$ cat config.mk
export PLATFORM = sky130hd
export DESIGN_NAME = start_sequencer
export DESIGN_NICKNAME = d
export VERILOG_FILES = /design/src/rtl/start_sequencer.sv
export SDC_FILE = /design/constraint.sdc
export NUM_CORES = 1
export LEC_CHECK = 0
export ABC_CLOCK_PERIOD_IN_PS = 2100
export BUFFER_PORTS_ARGS = -buffer_cell sky130_fd_sc_hd__clkbuf_2
export CORE_ASPECT_RATIO = 1.1
export CORE_MARGIN = 2
export CORE_UTILIZATION = 30
export CTS_CLUSTER_DIAMETER = 150
export DETAILED_ROUTE_END_ITERATION = 7
export GPL_TIMING_DRIVEN = 0
export PLACE_DENSITY = 0.48
export SLEW_MARGIN = 10
export SYNTH_ARGS = -nofsm -noshare
export SYNTH_HDL_FRONTEND = slang
export SYNTH_SLANG_ARGS = --single-unit
$ cat constraint.sdc
create_clock -name clk -period 2.1 [get_ports clk]
set_input_delay 0.63 -clock clk [delete_from_list [all_inputs] [get_ports clk]]
set_output_delay 0.63 -clock clk [all_outputs]
set_load 0.1 [all_outputs]
$ cat src/rtl/start_sequencer.sv
// Batch launcher for a downstream core: issues num_runs start pulses, each
// gated on the previous core_done, with a per-run watchdog that latches timeout.
module start_sequencer #(
    parameter int RUNS_W  = 8,
    parameter int TIMEOUT = 512,
    parameter int TO_W    = 10
) (
    input  logic              clk,
    input  logic              rst,
    input  logic              go,
    input  logic [RUNS_W-1:0] num_runs,
    output logic              core_start,
    input  logic              core_done,
    output logic              busy,
    output logic              done,
    output logic              timeout,
    output logic [RUNS_W-1:0] runs_done
);

    typedef enum logic [2:0] {
        IDLE,
        LAUNCH,
        WAIT,
        GAP,
        FINISH,
        ERROR
    } state_t;

    localparam logic [TO_W-1:0] WD_LAST = TO_W'(TIMEOUT - 1);

    state_t            state;
    state_t            state_nx;
    logic [RUNS_W-1:0] target;
    logic [TO_W-1:0]   wd;
    logic [RUNS_W-1:0] runs_inc;
    logic              accept;
    logic              complete;
    logic              expire;

    assign runs_inc = runs_done + 1'b1;

    always_comb begin
        state_nx = state;
        accept   = 1'b0;
        complete = 1'b0;
        expire   = 1'b0;
        case (state)
            IDLE, ERROR: begin
                if (go) begin
                    accept   = 1'b1;
                    state_nx = (num_runs == '0) ? FINISH : LAUNCH;
                end
            end
            LAUNCH: state_nx = WAIT;
            WAIT: begin
                // A completion on the last watchdog cycle still wins over the timeout.
                if (core_done) begin
                    complete = 1'b1;
                    state_nx = (runs_inc == target) ? FINISH : GAP;
                end else if (wd == WD_LAST) begin
                    expire   = 1'b1;
                    state_nx = ERROR;
                end
            end
            GAP:     state_nx = LAUNCH;
            FINISH:  state_nx = IDLE;
            default: state_nx = IDLE;
        endcase
    end

    always_ff @(posedge clk or negedge rst) begin
        if (!rst) begin
            state     <= IDLE;
            target    <= '0;
            runs_done <= '0;
            wd        <= '0;
            timeout   <= 1'b0;
        end else begin
            state <= state_nx;
            if (accept) begin
                target    <= num_runs;
                runs_done <= '0;
                timeout   <= 1'b0;
            end
            if (state == LAUNCH) begin
                wd <= '0;
            end else if (state == WAIT && !core_done && !expire) begin
                wd <= wd + 1'b1;
            end
            if (complete) begin
                runs_done <= runs_inc;
            end
            if (expire) begin
                timeout <= 1'b1;
            end
        end
    end

    assign core_start = (state == LAUNCH);
    assign done       = (state == FINISH);
    assign busy       = (state == LAUNCH) || (state == WAIT) ||
                        (state == GAP)    || (state == FINISH);

endmodule

# --- Yosys cells after proc, flatten, opt, wreduce, memory -nomap -nowiden ---
# Cells that the tools add are included.
totals:
  register_bits: 30
  wordCells: 49
op_classes:
  addsub: 2
  n_eq_ne: 9
  mux: 19
  reduce_logical: 14
ops:
  columns: ["op", "count"]
  rows:
  - ["$mux 10", 2]
  - ["$mux 8", 2]
  - ["$mux 3", 5]
  - ["$pmux 3 s4", 1]
  - ["$add 10x1->10 const B", 1]
  - ["$eq 10x9->1 const B", 1]
  - ["$mux 1", 9]
  - ["$add 8x1->8 const B", 1]
  - ["$eq 8x8->1", 1]
  - ["$logic_not 8->1", 1]
  - ["$eq 3x2->1 const B", 2]
  - ["$eq 3x3->1 const B", 2]
  - ["$reduce_bool 2->1", 3]
  - ["$eq 3x1->1 const B", 1]
  - ["$logic_not 3->1", 1]
  - ["$logic_or 1x1->1", 3]
  - ["$ne 3x3->1 const B", 1]
  - ["$logic_and 1x1->1", 2]
  - ["$logic_not 1->1", 2]
  - ["$ne 2x2->1 const B", 1]
  - ["$reduce_and 2->1", 1]
  - ["$reduce_or 2->1", 1]

# --- Longest topological paths before layout ---
# Gate-level depths: netlist of the first run.
depth:
  depth_word: 8
  depth_mapped: 6

# --- Worst setup path after synthesis of the first run ---
# OpenSTA, ideal clock, no wires.
synth_timing:
  path_type: "register to output"
  startpoint: "register state[0]"
  endpoint: "output port busy"
  arrival_time_ps: 2275
  required_ps: 1470
  slack_ps: -805
  path_stages_with_launch: 4
  n_path_buf: 1
  cell_sequence: "dfrtp_1 -> clkbuf_1 -> nor2_1 -> xnor2_1"
synth_between:
  elab_chain_len: 4
synth_lines:
  columns: ["item", "line", "source"]
  rows:
  - ["start: declaration", "31", "state_t state;"]
  - ["start signal: assignment", "79", "state <= state_nx;"]
  - ["$eq 3x1->1 / $eq 3x2->1 (equally long branches)", "101", "assign busy = (state == LAUNCH) || (state == WAIT) ||"]
  - ["$logic_or 1x1->1 (2 in a row)", "101", null]
  - ["$logic_or 1x1->1 *", "102", "(state == GAP) || (state == FINISH);"]
  - ["end: declaration", "14", "output logic busy,"]
# Every way passes the cells marked *; elsewhere a longest branch is shown, timed or not.

# --- Final worst setup path of the first run ---
layout_timing:
  startpoint: "register state[2]"
  endpoint: "output port core_start"
layout_between:
  elab_chain_len: 1
layout_lines:
  columns: ["item", "line", "source"]
  rows:
  - ["$eq 3x1->1", "99", "assign core_start = (state == LAUNCH);"]
  - ["end: declaration", "12", "output logic core_start,"]
# Every way passes these cells.

==> results.txt, run 1 <==
----------------------------------------------------
[Floorplanning]
  Total Die Area ... 6370 um2
  Die height ... 83.5 um
  Starting density of the core ... 0.316
  Num rows ... 28
  Top-Level Pins ... 24
  X dimension of the die ... 76.3 um
  Area of the core ... 5470 um2

[Synth]
  Largest area contributor in the synthesized netlist ... dfrtp_1
  Sequential-to-total area share from yosys stat ... 0.435
  Mean instance size in the synthesized netlist ... 9.48 um2
  Number of warnings issued by yosys ... 0
  Synthesized instance count ... 182
  Yosys cell types ... 36
  Top cells by area, synth ... dfrtp_1 (44%), xnor2_1 (6.6%), mux2_2 (5.2%), o21ai_0 (4.4%), nand3_1 (3.8%)
  Area of the mapped netlist ... 1730 um2
  Area fraction of the dominant cell type after synthesis ... 0.435
  Total nets after synthesis ... 196
  Number of flip-flops and latches in the synthesized netlist ... 30

[STA]
  Final Hold Fails ... 0
  Setup Viol. Count Final ... 0
  Post-layout min period ... 2040 ps
  Final slew viol count ... 0
  Pin slew with the least headroom to its limit ... 805 ps
  Period Utilization, post-route ... 0.973
  Worst hold slack ... 422 ps
  Maximum clock skew at final layout ... 9.32 ps
  Worst relative slew slack ... 0.463
  Setup WS post-layout ... 56.1 ps
  Maximum clock frequency ... 489 MHz

[Cells and area]
  Layout cells sized above 1 ... 0.332
  Footprint of the multi-input gates ... 983 um2
  Post-route insts no fill ... 292
  Final Core Density ... 0.405
  Number of fill cells in the layout ... 573
  Leading cell types in the layout, fill and taps excluded ... clkbuf_2 (20), dfrtp_1 (20), nor2_1 (15), o21ai_0 (15)
  Final net count ... 230
  ANT cells ... 0
  Register cell area after layout ... 776 um2
  Area Growth Syn to Fin ... 28.3%

[Global route]
  Largest net degree at the start of global routing ... 31
  Global-route congestion overflow total ... 0
  Number of global-route vias before repair ... 1379
  Total routing usage reported by global routing ... 0.136
  First-pass GRT wire length ... 6960 um
  Initial antenna violation count ... 0

[Hold path]
  Type of the tightest min-delay check ... primary input to async pin

[Place]
  Worst setup timing slack at the placement stage ... -412 ps
  HPWL after detailed placement ... 2870 um
  Port bufs ... 23
  GP Congestion ... 0.841
  Post-placement cell count ... 280

[Routing]
  Initial detailed-routing violation count ... 42
  Routed len/inst ... 14.4 um
  Number of vias per cell ... 4.97
  Total via count after detailed routing ... 1452
  Total iterations of the first detailed-routing run ... 4
  Final routed wirelength across all metal layers ... 4220 um
  # DRC ... 0
  Post-route ant nets ... 0

[Critical path]
  Critical path startpoint category ... flip-flop
  Worst Path Class, Setup ... flip-flop to output port
  Arrival time at the worst endpoint ... 1410 ps
  Data required time at the worst endpoint ... 1470 ps
  Critical path capture point type ... output port
  Crit path max fanout ... 9

[Power and ir drop]
  Cell Pwr Density ... 1280 nW/um2
  VDD IR max ... 0.851 mV
  LEAKAGE ... 0.882 nW

[Run status]
  Status ... finished, final reports clean

[Clocking]
  TritonCTS Sinks ... 30
  Clock buffer count from CTS ... 5
  Clock root buffer ... clkbuf_8
  Deepest level of the CTS H-tree ... 2
  TritonCTS clock tree ... yes
  Clock transition at path regs ... 70 ps
  Buffer depth of the longest clock path ... 2
  Clock latency at the later pin of the worst-skew pair ... 280 ps

[Run]
  Count of maximum capacitance violations ... 0

----------------------------------------------------
-- metal layers --
| layer | up-vias | track usage | share of wire |
|---|---|---|---|
| li1 | 721 | - | - |
| met1 | 695 | 0.172 | 0.46 |
| met2 | 28 | 0.225 | 0.48 |
| met3 | 8 | 0.0325 | 0.035 |
| met4 | 0 | 0.0496 | 0.017 |
| met5 | - | 0 | 0 |
-- power by group --
part | switching [mW] | total [mW] | internal (mW) | leakage, nW
clock | 0.224 | 0.459 | 0.235 | 0.0395
sequential | 0.133 | 0.856 | 0.723 | 0.378
combinational | 0.883 | 1.52 | 0.639 | 0.465
-- through the flow --
step	setup TNS (ps)	cell area (um2)	total power, mW
4_1_cts	-10.1	2150	2.74
3_3_place_gp	-921	2010	2.12
2_1_floorplan	-176	1800	1.87
6_report	0	2210	2.84
3_5_place_dp	-805	2010	2.13
5_1_grt	-7.25	2210	3.02
-- worst max-delay path: stages, from the launching register on --
cell and delay [ps]:
dfrtp_2 500, nor3b_4 230, clkbuf_8 190, clkbuf_16 200
-- state kept, by name, indices dropped and copies added, names as in the netlist --
register	flops
runs_done	8
state	3
target	8
timeout	1
wd	10
-- cell type report --
| type | count | area share |
|---|---|---|
| multi-input cells | 139 | 0.444 |
| flip-flops and latches | 30 | 0.350 |
| repair buffers | 29 | 0.0893 |
| well taps | 75 | 0.0424 |
| clock buffers | 8 | 0.0362 |
| plain buffers | 8 | 0.0322 |
| inverters | 3 | 0.00509 |
-- kinds of logic after synthesis --
logic type | synth area share
compound gates | 0.118
xor+xnor | 0.115
fa+ha+maj | 0.0145
buf+inv | 0.0319
flops | 0.435
mux | 0.0522
simple gates | 0.233
-- path summary, 6_finish.rpt --
kind	start	to	slack, ps	cells past startpoint
max in group asynchronous	rst	runs_done[3]	1090	1
worst min register to register	timeout	timeout	490	2
worst max-delay path	state[2]	core_start	60	3
worst min-delay path	rst	runs_done[2]	420	1
worst max register to register	wd[0]	wd[7]	100	6
min in group clk	timeout	timeout	490	2
-- cell usage after synthesis --
master / count
o21a_1: 1
and4_2: 1
buf_2: 5
xnor2_1: 13
nand2b_1: 2
a21oi_1: 6
or4_1: 1
and3_2: 1
nor3b_1: 3
dfrtp_1: 30
o31ai_1: 4
nor3_1: 5
o31a_1: 1
nor4_1: 5
xor2_1: 7
nand3b_1: 3
inv_1: 3
o21ai_0: 15
nor2b_1: 1
nor2_1: 16
and3_1: 2
clkbuf_1: 5
nor4b_2: 1
nand2_1: 11
nand3_1: 13
nand4_2: 1
or3_1: 3
mux2_2: 8
a211oi_1: 1
ha_1: 2
a31oi_1: 3
nand4_1: 3
and2_1: 2
o41ai_1: 2
o2bb2ai_1: 1
xor3_1: 1
-- repair_timing --
item | in CTS | in global routing
cloned | 0 | 0
gates resized for setup | 13 | 7
endpoints found under the setup margin | 9 | 4
buffers inserted | 1 | 5
pin swaps | 1 | 3
hold buffers | 0 | 0
No activity file was read; power rests on OpenSTA's default activity.
==> run 2, diff against run 1 <==
- CELL_PAD_IN_SITES_DETAIL_PLACEMENT: default -> 2
- CELL_PAD_IN_SITES_GLOBAL_PLACEMENT: default -> 2
- PLACE_DENSITY: 0.48 -> 0.7
==> run 2 against run 1 <==
- design area increased by 1.7%
- sequential share of layout area down 0.58 points
- critical path depth unchanged
- clock skew shrank 3.1 ps
- total power increased by 3.4%
- largest cell class unchanged
==> results.txt, run 2 (synthesis results as in run 1) <==
----------------------------------------------------
[Place]
  Placed Instance Area ... 2010 um2 (unchanged)
  Worst setup timing slack at the placement stage ... -387 ps (+25.8 ps)
  Post-placement cell count ... 280 (unchanged)
  Port bufs ... 23 (unchanged)
  HPWL after detailed placement ... 3810 um (+33%)
  GP Congestion ... 0.822 (-2.2%)

[Cells and area]
  Number of fill cells in the layout ... 612 (+6.8%)
  Final design instance area without fill ... 2250 um2 (+1.7%)
  Post-route insts no fill ... 292 (unchanged)
  Final net count ... 230 (unchanged)
  Area Growth Syn to Fin ... 30.5%
  Register cell area after layout ... 776 um2 (unchanged)
  Footprint of the multi-input gates ... 1020 um2 (+3.7%)
  Leading cell types in the layout, fill and taps excluded ... clkbuf_2 (20), dfrtp_1 (20), nor2_1 (15), o21ai_0 (15)
  ANT cells ... 0 (unchanged)
  Largest register by flop count ... wd
  Layout cells sized above 1 ... 0.346 (+0.0138)
  Largest registers ... wd x10, runs_done x8, target x8
  Max FFs per register ... 10 (unchanged)

[STA]
  Maximum clock skew at final layout ... 6.18 ps (-3.14 ps)
  Worst relative slew slack ... 0.466 (+0.00277)
  Worst hold slack ... 418 ps (-4.21 ps)
  Unrepaired setup endpoints after global routing ... yes
  Maximum clock frequency ... 483 MHz (-1.2%)
  Final slew viol count ... 0 (unchanged)
  Final Hold Fails ... 0 (unchanged)
  Setup Viol. Count Final ... 0 (unchanged)
  Period Utilization, post-route ... 0.985 (+0.0116)
  Post-layout min period ... 2070 ps (+24.4 ps)
  Pin slew with the least headroom to its limit ... 801 ps (-4.15 ps)
  Setup WS post-layout ... 31.7 ps (-24.4 ps)

[Global route]
  Total routing usage reported by global routing ... 0.180 (+0.0440)
  First-pass GRT wire length ... 8950 um (+29%)
  Number of global-route vias before repair ... 1720 (+25%)
  Largest net degree at the start of global routing ... 31 (unchanged)
  Initial antenna violation count ... 0 (unchanged)
  Global-route congestion overflow total ... 0 (unchanged)

[Critical path]
  Depth of the worst register-to-register path ... 6 (unchanged)
  Largest stage delay, worst path ... 500 ps (about the same)
  Critical path capture point type ... output port
  Cell with the biggest individual delay on the critical path ... dfrtp_2
  Critical path startpoint category ... flip-flop
  R2r endpoint ... state[2]
  Crit path max fanout ... 10 (+1)
  Worst reg-to-reg setup slack ... 70 ps (-30 ps)
  Worst Path Class, Setup ... flip-flop to output port
  Origin of the critical flop-to-flop path ... runs_done[0]
  CP cell instances ... nor3b_4 -> buf_8 -> clkbuf_16
  Data required time at the worst endpoint ... 1470 ps (about the same)
  Arrival time at the worst endpoint ... 1440 ps (+30 ps)

[Clocking]
  Clock transition at path regs ... 70 ps (about the same)
  Clock root buffer ... clkbuf_8
  TritonCTS Sinks ... 30 (unchanged)
  Deepest level of the CTS H-tree ... 2 (unchanged)
  Clock latency at the later pin of the worst-skew pair ... 280 ps (about the same)
  Clock buffer count from CTS ... 5 (unchanged)
  TritonCTS clock tree ... yes
  Buffer depth of the longest clock path ... 2 (unchanged)

[Power and ir drop]
  VDD IR max ... 0.950 mV (+12%)
  Cell Pwr Density ... 1300 nW/um2 (+1.7%)
  LEAKAGE ... 0.889 nW (+0.80%)

[Routing]
  Number of vias per cell ... 5.33 (+7.2%)
  Total iterations of the first detailed-routing run ... 4 (unchanged)
  Routed len/inst ... 19.1 um (+32%)
  Final routed wirelength across all metal layers ... 5590 um (+32%)
  Initial detailed-routing violation count ... 107 (+150%)
  Post-route ant nets ... 0 (unchanged)
  Total via count after detailed routing ... 1556 (+7.2%)
  # DRC ... 0 (unchanged)

[Floorplanning]
  Area of the core ... 5470 um2 (unchanged)
  Die height ... 83.5 um (unchanged)
  Starting density of the core ... 0.316 (unchanged)
  Num rows ... 28 (unchanged)
  Total Die Area ... 6370 um2 (unchanged)
  X dimension of the die ... 76.3 um (unchanged)
  Top-Level Pins ... 24 (unchanged)

[Run]
  Count of maximum capacitance violations ... 0 (unchanged)

[Hold path]
  Type of the tightest min-delay check ... primary input to async pin

[Run status]
  Status ... finished, final reports clean

----------------------------------------------------
## run 2: area by class of cell
class / count / area share
Inverter: 3 / 0.00500
Tap cell: 75 / 0.0417
Buffer: 8 / 0.0322
Sequential cell: 30 / 0.345
Clock buffer: 8 / 0.0356
Timing Repair Buffer: 29 / 0.0878
Multi-Input combinational cell: 139 / 0.453
## run 2: where the power goes
part	internal (mW)	switching, mW
logic	0.646	0.968
clock network	0.235	0.221
registers	0.723	0.140
total	1.61	1.33
## run 2: what timing repair did
action                                 CTS  global route
setup endpoints to repair               10            11
hold buffers                             0             0
setup buffers                            2             4
resized for setup                       14            11
endpoints found under the hold margin    0             0
pin swaps                                3             1
## run 2: how the worst max path moves through the flow
stage               startpoint    endpoint  slack, ps
global route             wd[2]    state[0]        -60
global placement      state[0]  core_start       -370
CTS                   state[2]  core_start        -10
finish                state[2]  core_start         30
floorplan             state[0]        busy       -180
detailed placement    state[0]  core_start       -390
## run 2: worst max-delay path, delay by kind of cell (launching register included)
kind,cells,cell delay (ps)
and+or+nand+nor,1,280
buffers and inverters,2,370
DFF,1,500
## run 2: metal layers
layer / wire length (um) / share of wire / GRT usage / vias up
met1: 2200 / 0.39 / 0.196 / 803
li1: - / - / - / 716
met3: 159 / 0.028 / 0.0433 / 5
met2: 3170 / 0.57 / 0.345 / 32
met5: 0 / 0 / 0 / -
met4: 55 / 0.0098 / 0.0479 / 0
## run 2: per-stage QoR
| step | util | setup TNS [ps] | power (mW) |
|---|---|---|---|
| after floorplan | - | -176 | 1.87 |
| after global placement | 0.368 | -842 | 2.11 |
| after detailed placement | 0.368 | -1330 | 2.19 |
| after CTS | 0.396 | -11.6 | 2.83 |
| after global routing | 0.412 | -86.9 | 3.11 |
| final | 0.412 | 0 | 2.93 |
==> run 3, diff against run 2 <==
- PLACE_DENSITY: 0.7 -> 0.8
==> run 3 against run 2 <==
- via count fell by 2.7%
- highest routed layer unchanged
- sequential power grew 1%
- flip-flop and latch count unchanged
- worst hold slack worse by 10 ps
- critical path depth is the same
==> results.txt, run 3 (synthesis results as in run 1) <==
----------------------------------------------------
[Place]
  Port bufs ... 23 (unchanged)
  Post-placement cell count ... 280 (unchanged)
  GP Congestion ... 0.756 (-8.0%)
  Worst setup timing slack at the placement stage ... -357 ps (+29.2 ps)
  HPWL after detailed placement ... 3370 um (-12%)

[STA]
  Setup WS post-layout ... 24.6 ps (-7.15 ps)
  Period Utilization, post-route ... 0.988 (+0.00341)
  Setup Viol. Count Final ... 0 (unchanged)
  Unrepaired setup endpoints after global routing ... yes
  Maximum clock skew at final layout ... 3.95 ps (-2.23 ps)
  Maximum clock frequency ... 482 MHz (-0.34%)
  Worst relative slew slack ... 0.474 (+0.00848)
  Post-layout min period ... 2080 ps (+7.15 ps)
  Pin slew with the least headroom to its limit ... 788 ps (-12.7 ps)
  Final slew viol count ... 0 (unchanged)
  Final Hold Fails ... 0 (unchanged)

[Cells and area]
  Final net count ... 229 (-0.43%)
  Largest registers ... wd x10, runs_done x8, target x8
  Largest register by flop count ... wd
  Max FFs per register ... 10 (unchanged)
  Area Growth Syn to Fin ... 30.7%
  ANT cells ... 0 (unchanged)
  Layout cells sized above 1 ... 0.343 (-0.00303)
  Final Core Density ... 0.413 (+0.000687)
  Leading cell types in the layout, fill and taps excluded ... clkbuf_2 (20), dfrtp_1 (20), nor2_1 (16), o21ai_0 (15)
  Post-route insts no fill ... 291 (-0.34%)

[Critical path]
  R2r endpoint ... state[2]
  Critical path startpoint category ... flip-flop
  Crit path max fanout ... 10 (unchanged)
  Number of buffers and inverters on the critical path ... 2 (unchanged)
  Arrival time at the worst endpoint ... 1450 ps (about the same)
  Data required time at the worst endpoint ... 1470 ps (about the same)
  Worst reg-to-reg setup slack ... 90 ps (+20 ps)
  Depth of the worst register-to-register path ... 6 (unchanged)
  Largest stage delay, worst path ... 500 ps (about the same)
  Worst Path Class, Setup ... flip-flop to output port
  Critical path capture point type ... output port
  CP cell instances ... nor3b_4 -> buf_8 -> clkbuf_16
  Cell with the biggest individual delay on the critical path ... dfrtp_2
  Top cell family by delay on the critical path ... flip-flops
  Origin of the critical flop-to-flop path ... runs_done[2]

[Routing]
  Number of vias per cell ... 5.20 (-2.4%)
  Post-route ant nets ... 0 (unchanged)
  Total iterations of the first detailed-routing run ... 4 (unchanged)
  Final routed wirelength across all metal layers ... 4830 um (-14%)
  Total via count after detailed routing ... 1514 (-2.7%)
  Routed len/inst ... 16.6 um (-13%)
  # DRC ... 0 (unchanged)
  Initial detailed-routing violation count ... 51 (-52%)

[Run status]
  Status ... finished, final reports clean

[Clocking]
  Clock latency at the later pin of the worst-skew pair ... 290 ps (about the same)
  TritonCTS clock tree ... yes
  Buffer depth of the longest clock path ... 2 (unchanged)
  Clock buffer count from CTS ... 5 (unchanged)
  Deepest level of the CTS H-tree ... 2 (unchanged)
  TritonCTS Sinks ... 30 (unchanged)
  Clock root buffer ... clkbuf_8
  Clock transition at path regs ... 70 ps (about the same)

[Global route]
  Largest net degree at the start of global routing ... 31 (unchanged)
  Total routing usage reported by global routing ... 0.161 (-0.0187)
  Initial antenna violation count ... 0 (unchanged)
  Number of global-route vias before repair ... 1647 (-4.2%)
  First-pass GRT wire length ... 8070 um (-9.9%)
  Global-route congestion overflow total ... 0 (unchanged)

[Floorplanning]
  Num rows ... 28 (unchanged)
  Starting density of the core ... 0.316 (unchanged)
  Area of the core ... 5470 um2 (unchanged)
  Top-Level Pins ... 24 (unchanged)
  X dimension of the die ... 76.3 um (unchanged)
  Die height ... 83.5 um (unchanged)
  Total Die Area ... 6370 um2 (unchanged)

[Run]
  Count of maximum capacitance violations ... 0 (unchanged)

[Power and ir drop]
  LEAKAGE ... 0.902 nW (+1.4%)
  VDD IR max ... 0.721 mV (-24%)
  Cell Pwr Density ... 1330 nW/um2 (+2.1%)

[Hold path]
  Type of the tightest min-delay check ... primary input to async pin

----------------------------------------------------
-- run 3: metrics by stage --
stage	setup TNS [ps]	total power, mW	area (um2)	hold slack [ps]
floorplan	-176	1.87	1800	334
global placement	-717	2.12	2010	489
detailed placement	-953	2.15	2010	499
CTS	-30.0	2.94	2190	441
global route	-121	3.18	2250	451
finish	0	3.00	2250	408
-- run 3: cell type report --
class	instances	area [um2]
fill	610	3210
multi-input combinational	139	1000
sequential	30	776
timing repair buffer	28	191
tap	75	93.8
clock buffer	5	68.8
buffer	8	68.8
clock inverter	3	40.0
inverter	3	11.3
-- run 3: worst max path at each step --
stage             start         end  slack (ps)  cells past startpoint
4_1_cts        state[2]  core_start         -30                      3
5_1_grt        state[0]  core_start         -70                      3
2_1_floorplan  state[0]        busy        -180                      3
3_3_place_gp   state[0]  core_start        -350                      4
6_report       state[0]  core_start          20                      3
3_5_place_dp   state[0]  core_start        -360                      4
-- run 3: worst reg2reg max path, cell delays in order, from the launching register on --
cell      delay, ps
dfrtp_4         480
buf_6           150
xor3_1          400
nor3_4          220
nand3b_1        110
or4_4           430
a21oi_2         150
-- run 3: repair_timing --
item,CTS,global route
pin swaps,3,0
setup buffers,2,3
setup endpoints to repair,10,8
hold buffers,0,0
gates resized for setup,14,8
-- run 3: report_power, final --
part	switching (mW)	leakage (nW)	total, mW	internal (mW)
Combinational	0.910	0.466	1.54	0.633
Clock	0.235	0.0579	0.583	0.349
Sequential	0.152	0.378	0.875	0.723
Total	1.30	0.902	3.00	1.71
-- run 3: metal layers --
metal / up-vias / wire length [um] / GRT usage
li1: 715 / - / -
met1: 767 / 2100 / 0.185
met2: 25 / 2490 / 0.284
met3: 7 / 175 / 0.0498
met4: 0 / 73 / 0.0545
met5: - / 0 / 0
